## config.mk

```make
export PLATFORM = sky130hd
export DESIGN_NAME = adder_arbiter
export DESIGN_NICKNAME = d
export VERILOG_FILES = /design/src/rtl/adder_arbiter.sv
export SDC_FILE = /design/constraint.sdc
export NUM_CORES = 1
export LEC_CHECK = 0
export CORE_ASPECT_RATIO = 0.9
export CORE_MARGIN = 2
export CORE_UTILIZATION = 45
export CTS_BUF_LIST = sky130_fd_sc_hd__clkbuf_4
export DETAILED_ROUTE_END_ITERATION = 12
export PLACE_DENSITY = 0.76
export SYNTH_ARGS = -nofsm -noshare
export SYNTH_HDL_FRONTEND = slang
export SYNTH_SLANG_ARGS = --single-unit
```

## constraint.sdc

```tcl
create_clock -name clk -period 3.8 [get_ports clk]
set_input_delay 0.76 -clock clk [delete_from_list [all_inputs] [get_ports clk]]
set_output_delay 0.76 -clock clk [all_outputs]
set_load 0.01 [all_outputs]
```

## src/rtl/adder_arbiter.sv

```systemverilog
// Round-robin arbiter in front of one shared 32-bit carry-lookahead adder.
// Grants one of two requesters, executes for one full cycle, and holds the flagged result until accepted.
`timescale 1ns/1ps
module adder_arbiter (
  input  logic        clk,
  input  logic        rst,
  input  logic        req0_valid,
  output logic        req0_ready,
  input  logic [31:0] req0_a,
  input  logic [31:0] req0_b,
  input  logic [1:0]  req0_op,
  input  logic        req0_cin,
  input  logic        req1_valid,
  output logic        req1_ready,
  input  logic [31:0] req1_a,
  input  logic [31:0] req1_b,
  input  logic [1:0]  req1_op,
  input  logic        req1_cin,
  output logic        res_valid,
  input  logic        res_ready,
  output logic [31:0] res_sum,
  output logic        res_cout,
  output logic        res_ovf,
  output logic        res_zero,
  output logic        res_id,
  output logic        busy,
  output logic [15:0] ops_done
);

  typedef enum logic [1:0] {IDLE, EXEC, DONE} state_t;

  state_t      state_q, state_d;
  logic        rr_ptr_q, rr_ptr_d;
  logic [31:0] a_q, a_d, b_q, b_d;
  logic        cin_q, cin_d, id_q, id_d;
  logic        res_valid_q, res_valid_d;
  logic [31:0] res_sum_q, res_sum_d;
  logic        res_cout_q, res_cout_d, res_ovf_q, res_ovf_d;
  logic        res_zero_q, res_zero_d, res_id_q, res_id_d;
  logic [15:0] ops_done_q, ops_done_d;

  logic        grant_id, accept;
  logic [31:0] sel_a, sel_b;
  logic [1:0]  sel_op;
  logic        sel_cin;
  logic [31:0] cla_sum;
  logic        cla_cout;

  // With both requesters valid, rr_ptr picks the winner; otherwise the lone requester wins.
  assign grant_id   = req1_valid & (~req0_valid | rr_ptr_q);
  assign accept     = (state_q == IDLE) & (req0_valid | req1_valid);
  assign req0_ready = (state_q == IDLE) & req0_valid & ~grant_id;
  assign req1_ready = (state_q == IDLE) & req1_valid & grant_id;

  assign sel_a   = grant_id ? req1_a   : req0_a;
  assign sel_b   = grant_id ? req1_b   : req0_b;
  assign sel_op  = grant_id ? req1_op  : req0_op;
  assign sel_cin = grant_id ? req1_cin : req0_cin;

  // The adder sees only the operand registers, giving the CLA path a whole cycle.
  always_comb begin : cla
    logic [31:0] g, p;
    logic [8:0]  gc;
    logic        grp_g, grp_p, c0, c1, c2, c3;
    g      = a_q & b_q;
    p      = a_q ^ b_q;
    gc     = '0;
    gc[0]  = cin_q;
    grp_g  = 1'b0;
    grp_p  = 1'b0;
    c0     = 1'b0;
    c1     = 1'b0;
    c2     = 1'b0;
    c3     = 1'b0;
    cla_sum = '0;
    for (int k = 0; k < 8; k++) begin
      grp_g = g[4*k+3] | (p[4*k+3] & g[4*k+2]) | (p[4*k+3] & p[4*k+2] & g[4*k+1])
            | (p[4*k+3] & p[4*k+2] & p[4*k+1] & g[4*k]);
      grp_p = &p[4*k +: 4];
      c0 = gc[k];
      c1 = g[4*k] | (p[4*k] & c0);
      c2 = g[4*k+1] | (p[4*k+1] & g[4*k]) | (p[4*k+1] & p[4*k] & c0);
      c3 = g[4*k+2] | (p[4*k+2] & g[4*k+1]) | (p[4*k+2] & p[4*k+1] & g[4*k])
         | (p[4*k+2] & p[4*k+1] & p[4*k] & c0);
      cla_sum[4*k +: 4] = p[4*k +: 4] ^ {c3, c2, c1, c0};
      gc[k+1] = grp_g | (grp_p & c0);
    end
    cla_cout = gc[8];
  end

  always_comb begin
    // NOTE: every _d gets its hold value first so no path through the case can infer a latch.
    state_d     = state_q;
    rr_ptr_d    = rr_ptr_q;
    a_d         = a_q;
    b_d         = b_q;
    cin_d       = cin_q;
    id_d        = id_q;
    res_valid_d = res_valid_q;
    res_sum_d   = res_sum_q;
    res_cout_d  = res_cout_q;
    res_ovf_d   = res_ovf_q;
    res_zero_d  = res_zero_q;
    res_id_d    = res_id_q;
    ops_done_d  = ops_done_q;
    unique case (state_q)
      IDLE: if (accept) begin
        a_d      = sel_a;
        b_d      = sel_op[1] ? ~sel_b : sel_b;
        cin_d    = sel_op[0] ? sel_cin : sel_op[1];
        id_d     = grant_id;
        rr_ptr_d = ~grant_id;
        state_d  = EXEC;
      end
      EXEC: begin
        res_sum_d   = cla_sum;
        res_cout_d  = cla_cout;
        res_ovf_d   = (a_q[31] == b_q[31]) & (cla_sum[31] != a_q[31]);
        res_zero_d  = (cla_sum == 32'd0);
        res_id_d    = id_q;
        res_valid_d = 1'b1;
        state_d     = DONE;
      end
      DONE: if (res_ready) begin
        res_valid_d = 1'b0;
        ops_done_d  = ops_done_q + 16'd1;
        state_d     = IDLE;
      end
      default: state_d = IDLE;
    endcase
  end

  // NOTE: sequential state uses non-blocking assignments so all flops update together at the edge.
  always_ff @(posedge clk or posedge rst) begin
    if (rst) begin
      state_q     <= IDLE;
      rr_ptr_q    <= 1'b0;
      a_q         <= '0;
      b_q         <= '0;
      cin_q       <= 1'b0;
      id_q        <= 1'b0;
      res_valid_q <= 1'b0;
      res_sum_q   <= '0;
      res_cout_q  <= 1'b0;
      res_ovf_q   <= 1'b0;
      res_zero_q  <= 1'b0;
      res_id_q    <= 1'b0;
      ops_done_q  <= '0;
    end else begin
      state_q     <= state_d;
      rr_ptr_q    <= rr_ptr_d;
      a_q         <= a_d;
      b_q         <= b_d;
      cin_q       <= cin_d;
      id_q        <= id_d;
      res_valid_q <= res_valid_d;
      res_sum_q   <= res_sum_d;
      res_cout_q  <= res_cout_d;
      res_ovf_q   <= res_ovf_d;
      res_zero_q  <= res_zero_d;
      res_id_q    <= res_id_d;
      ops_done_q  <= ops_done_d;
    end
  end

  assign res_valid = res_valid_q;
  assign res_sum   = res_sum_q;
  assign res_cout  = res_cout_q;
  assign res_ovf   = res_ovf_q;
  assign res_zero  = res_zero_q;
  assign res_id    = res_id_q;
  assign ops_done  = ops_done_q;
  assign busy      = (state_q != IDLE);

endmodule

```

# == Word-level counts from Yosys, hierarchy flattened ==
# Cells that the tools add are included.
# Widths: inputs -> output; s select.
# totals
reg_bits,122
inputBits,139
output_inout_bits,56
wordCells,269
# classes
add_sub_neg,1
eq_ne,6
mux,11
bitwise,222
n_reduce_logical,16
# ops
cell,n
$and 1x1->1,127
$mux 32,3
$or 1x1->1,82
$and 32x32->32,1
$logic_not 32->1,1
$not 32->32,1
$reduce_and 4->1,8
$xor 32x32->32,1
$xor 4x4->4,8
$add 16x1->16 const B,1
$reduce_and 2->1,4
$mux 2,3
$pmux 2 s3,1
$ne 2x2->1 const B,2
$reduce_bool 2->1,2
$mux 1,3
$eq 2x1->1 const B,1
$eq 2x2->1 const B,1
$logic_not 2->1,1
$not 1->1,2
$pmux 1 s2,1
$eq 1x1->1,1
$ne 1x1->1,1

# == Depth between registers and ports, before layout ==
# depth
word_depth,23
mapped_depth,16
ltp_nobuf,16

# == Worst setup path after synthesis ==
# No wires, ideal clock.
# synth_path
kind,register to register
startpoint,register a_q[13]
endpoint,"register res_zero_q, in the netlist res_zero"
setup_ns,0.076
arrival_time_ns,3.298
t_required_ns,3.724
path_slack_ns,0.426
path_stages_with_launch,17
n_path_buf,0
synth_period_minus_slack_ns,3.374
cell_sequence,dfrtp_1 ha_1 a21oi_1 o21ai_1 a221oi_2 o211ai_1 a31oi_1 nor2b_1 o21ai_0 nand2b_1 fa_1 xnor2_1 nand3_1 nor4_1 o2111ai_1 nand4bb_1 o21ai_1
# synth_via
elab_chain_cells,15
elab_cells_between_ends,59
classes_between,bitwise (57); reduce/logical (2)
# synth_lines
element,line,rtl
"start, declared",34,"logic [31:0] a_q, a_d, b_q, b_d;"
"start signal, assigned",138,a_q <= '0;
"start signal, assigned",152,a_q <= a_d;
$and 32x32->32 / $xor 32x32->32 (equally long branches),"65, 66",
$and 1x1->1 (on tied branches),"77, 78",
$or 1x1->1 / $and 1x1->1 (equally long branches),"77, 78",
$or 1x1->1,78,| (p[4*k+3] & p[4*k+2] & p[4*k+1] & g[4*k]);
$or 1x1->1,86,gc[k+1] = grp_g | (grp_p & c0);
$and 1x1->1,86,
$or 1x1->1,86,
$and 1x1->1,86,
$or 1x1->1,86,
$and 1x1->1,86,
$or 1x1->1,86,
$and 1x1->1 (on tied branches),"81, 82, 84",
$or 1x1->1 (on tied branches),"81, 82, 84",
$xor 4x4->4,85,"cla_sum[4*k +: 4] = p[4*k +: 4] ^ {c3, c2, c1, c0};"
$logic_not 32->1 (*),119,res_zero_d = (cla_sum == 32'd0);
"end signal, assigned",160,res_zero_q <= res_zero_d;
"end, declared",39,"logic res_zero_q, res_zero_d, res_id_q, res_id_d;"
# Mark *: on every way between the ends. The rest lies on a longest branch, timed or not.
# A chain may end at the register's enable or synchronous reset.

# == Worst setup path in the final report ==
# layout_path
startpoint,register a_q[0]
endpoint,"register res_zero_q, in the netlist res_zero"
# layout_via
elab_cells_between_ends,82
classes_between,bitwise (80); reduce/logical (2)
# layout_lines
element,line,rtl
$xor 32x32->32 / $and 32x32->32 (equally long branches),"66, 65",
$reduce_and 4->1 / $and 1x1->1 (equally long branches),"79, 78",
$and 1x1->1 / $or 1x1->1 (equally long branches),"86, 78",
$or 1x1->1 (*),86,
$and 1x1->1 (*),86,
$or 1x1->1 (*),86,
$and 1x1->1 (*),86,
$or 1x1->1 (*),86,
(+3 left out),-,
$or 1x1->1 (*),86,
$and 1x1->1 (*),86,
$or 1x1->1 (*),86,
$and 1x1->1 (*),86,
$or 1x1->1 (*),86,
$xor 4x4->4 (*),85,
named net cla_sum[28],46,logic [31:0] cla_sum;
$logic_not 32->1 (*),119,
# Mark *: on every way through the listed nets, which the timed path passes. The rest lies on a longest branch.

==> results.py <==
metrics = {
    "floorplanning": {
        "num_rows": 42,
        "io-pin-count": 195,
        "die_y_um": 121.4,
        "fp.dieW_um": 134.5,
        "start_util_pct": 46.37,
        "core-area_um2": 14870,
        "die_area_um2": 16330,
    },
    "synthesis": {
        "synth_cell_types": 60,
        "ys_top_cells_by_area": "dfrtp_1 44%, mux2i_1 8.7%, xnor2_1 6.9%",
        "synth_cells": 686,
        "synth_commonest_cells": "122 x dfrtp_1, 107 x nand2_1, 93 x o21ai_0, 60 x mux2i_1, 54 x xnor2_1",
        "synth-seq-cells": 122,
        "synth_edf_count": 0,
        "synth_seq_area_share_pct": 44.28,
        "yosys.area.top_type": "dfrtp_1",
        "syn-num-nets": 866,
        "synth-main-ff-cell": "dfrtp_1",
        "yosysMostFrequentCell": "dfrtp_1",
        "yosysWarnings": 0,
        "syn_area_um2": 6895,
        "synth_top_area_share_pct": 44.28,
        "ys_async_sr_fraction_pct": 100.0,
        "syn_avg_cell_area_um2": 10.05,
    },
    "job": {
        "maxCapViolCount": 0,
    },
    "place": {
        "hpwlAfterDp_um": 13140,
        "pre_cts_slack_ns": 0.01528,
        "place_congestion": 0.9039,
        "placedCellCount": 1060,
        "portBuffers": 194,
    },
    "setup_path": {
        "timing.rr.start": "a_q[0]",
        "slowest_delay_ns": 0.48,
        "crit_type": "reg2reg",
        "worst_path_max_delay_cell": "fa_1",
        "reg2reg_depth": 15,
        "cp.arrival_ns": 4.13,
        "reg2reg_slack_ns": 0.12,
        "required_ns": 4.25,
        "crit_path_cell_trace": "ha_1 > a211oi_2 > o21ai_2 > and3_4 > o211ai_1 > nand3b_1 > a21oi_2 > o21bai_1 > fa_1 > nor4_1 > nand3_1 > nor4_2 > o2111ai_1 > nand4bb_1 > o21ai_1",
        "r2r_end": "res_zero",
        "crit_fanout": 5,
        "worstSetupStartpointType": "flip-flop",
        "crit_path_end_kind": "flip-flop",
    },
    "run_status": {
        "outcome": "finished clean",
    },
    "cts": {
        "cts_tree": "yes",
        "cts_root_buffer": "clkbuf_4",
        "cts.sinks": 122,
        "clkLatencyLatePin_ns": 0.53,
        "cts.reportedPaths.clkPinSlew_ns": 0.10,
        "htreeDepth": 4,
        "cts_buffers": 17,
        "clk_path_buf_depth": 2,
        "postCtsHoldBufs": 0,
    },
    "hold_path": {
        "hold_depth": 1,
        "worstHoldPathType": "reg2reg",
        "hold_end": "ops_done[15]",
        "worstHoldStart": "ops_done[15]",
    },
    "global_route": {
        "grt_busiest_layer": "met2",
        "antenna_found_initial": 0,
        "track_usage_pct": 21.40,
        "grt_max_degree": 64,
        "met1_usage_pct": 29.03,
        "grt_overflow_total": 0,
        "grt_pass1_wl_um": 27260,
        "grtUsageMet3_pct": 5.931,
        "first_global_vias": 5584,
        "globalRouteMet2Util_pct": 33.45,
    },
    "timing": {
        "skew_ns": 0.01648,
        "fmaxAchievable_ghz": 0.2719,
        "slew_viol_final": 0,
        "finalSetupViolCount": 0,
        "setup_slack_ns": 0.1216,
        "rsz0062_at_grt": "true",
        "period_minus_slack_ns": 3.678,
        "whs_ns": 0.4719,
        "min_period_over_period_pct": 96.80,
        "worstMarginPinSlew_ns": 0.8409,
        "slew_headroom_pct": 43.82,
        "hold_viol": 0,
    },
    "route": {
        "drtIter0Drc": 231,
        "vias_per_cell": 5.140,
        "ant_nets": 0,
        "routed_wl_um": 16710,
        "wl_per_cell_um": 15.33,
        "first_pass_iters": 5,
        "drcViolationCount": 0,
        "vias": 5603,
    },
    "power": {
        "total_power_mw": 7.621,
        "peakVddDrop_v": 0.0004452,
        "power.density_nw_per_um2": 804.6,
        "p_leak_nw": 4.290,
    },
    "cells_and_area": {
        "antenna_cells": 0,
        "seqCellArea_um2": 3053,
        "area_growth_pct": 37.36,
        "layout-drive-gt1-share_pct": 8.969,
        "multi_input_area_um2": 3766,
        "post-route-util_pct": 63.69,
        "nets": 1064,
        "stdcell_count": 1090,
        "fill_cells": 1260,
    },
}
==> per-stage QoR <==
step	TNS, ns	instance area, µm²
floorplan	0	6899
global placement	0	9154
detailed placement	0	9154
CTS	0	9361
global route	-0.1026	9472
finish	0	9472
==> cells by family after synthesis <==
| logic type | count (synthesis) | share of synthesized area (%) |
|---|---|---|
| buf+inv | 51 | 3.012 |
| xor+xnor | 65 | 8.256 |
| fa+ha+maj | 41 | 8.311 |
| compound gates | 160 | 14.19 |
| simple gates | 176 | 11.45 |
| mux | 71 | 10.51 |
| flops | 122 | 44.28 |
==> per-layer routing <==
metal  vias up  part of all wire (%)
met5         -                     0
met4         0                   2.2
met3        28                   6.1
met2       169                    46
met1      2592                    46
li1       2814                     -
==> registers in the layout, summed over array words and instances, names as in the netlist, 2 cells and up <==
signal,cells
a_q,32
b_q,32
res_sum,32
ops_done,16
state_q,2
==> worst max path at each step <==
stage / startpoint / to / slack [ns] / cells past startpoint
floorplan: a_q[13] / res_zero / 0.43 / 16
global placement: a_q[7] / res_zero / 0.18 / 15
detailed placement: a_q[13] / res_zero / 0.02 / 16
CTS: a_q[13] / res_zero / 0.03 / 16
global route: a_q[0] / res_zero / -0.10 / 15
finish: a_q[0] / res_zero / 0.12 / 15
==> cell type report <==
| type | instances | share of cell area [%] |
|---|---|---|
| multi-input combinational | 513 | 39.76 |
| sequential | 122 | 32.23 |
| timing repair buffer | 210 | 22.43 |
| tap | 198 | 2.616 |
| clock buffer | 19 | 1.506 |
| inverter | 20 | 0.8322 |
| clock inverter | 8 | 0.6209 |
==> what timing repair did <==
item / CTS / global route
hold endpoints to repair: 0 / 0
endpoints found under the setup margin: 1 / 1
pin swaps: 0 / 5
resized for setup: 1 / 17
buffers inserted: 0 / 3
==> worst max-delay path: cells and delay by family, from the launching register on <==
kind                     cells  cell delay [ns]
flip-flops                   1             0.42
AO/OA/AOI/OAI                7             1.21
AND/OR/NAND/NOR              6             1.13
adder cells (fa/ha/maj)      2             0.82
==> power by group <==
group | total [mW] | leakage [nW] | internal, mW | switching (mW)
sequential | 2.32 | 1.51 | 1.88 | 0.433
clock | 0.741 | 0.117 | 0.307 | 0.434
combinational | 4.56 | 2.66 | 2.14 | 2.42
==> layout by cell type (no fill, tap or decap), types with 8 or more instances in the layout <==
cell type,netlist,routed
clkbuf_4,0,19
nand2_1,107,107
dfrtp_1,122,122
mux2i_1,60,59
nand4_1,8,8
fa_1,8,8
buf_4,0,11
o21ai_0,93,88
mux2_2,11,11
ha_1,33,28
a21oi_1,15,13
xor2_1,11,11
clkdlybuf4s50_1,0,194
inv_1,20,19
xnor2_1,54,52
nor2_1,19,19
Power figures use the tool's default switching activity.
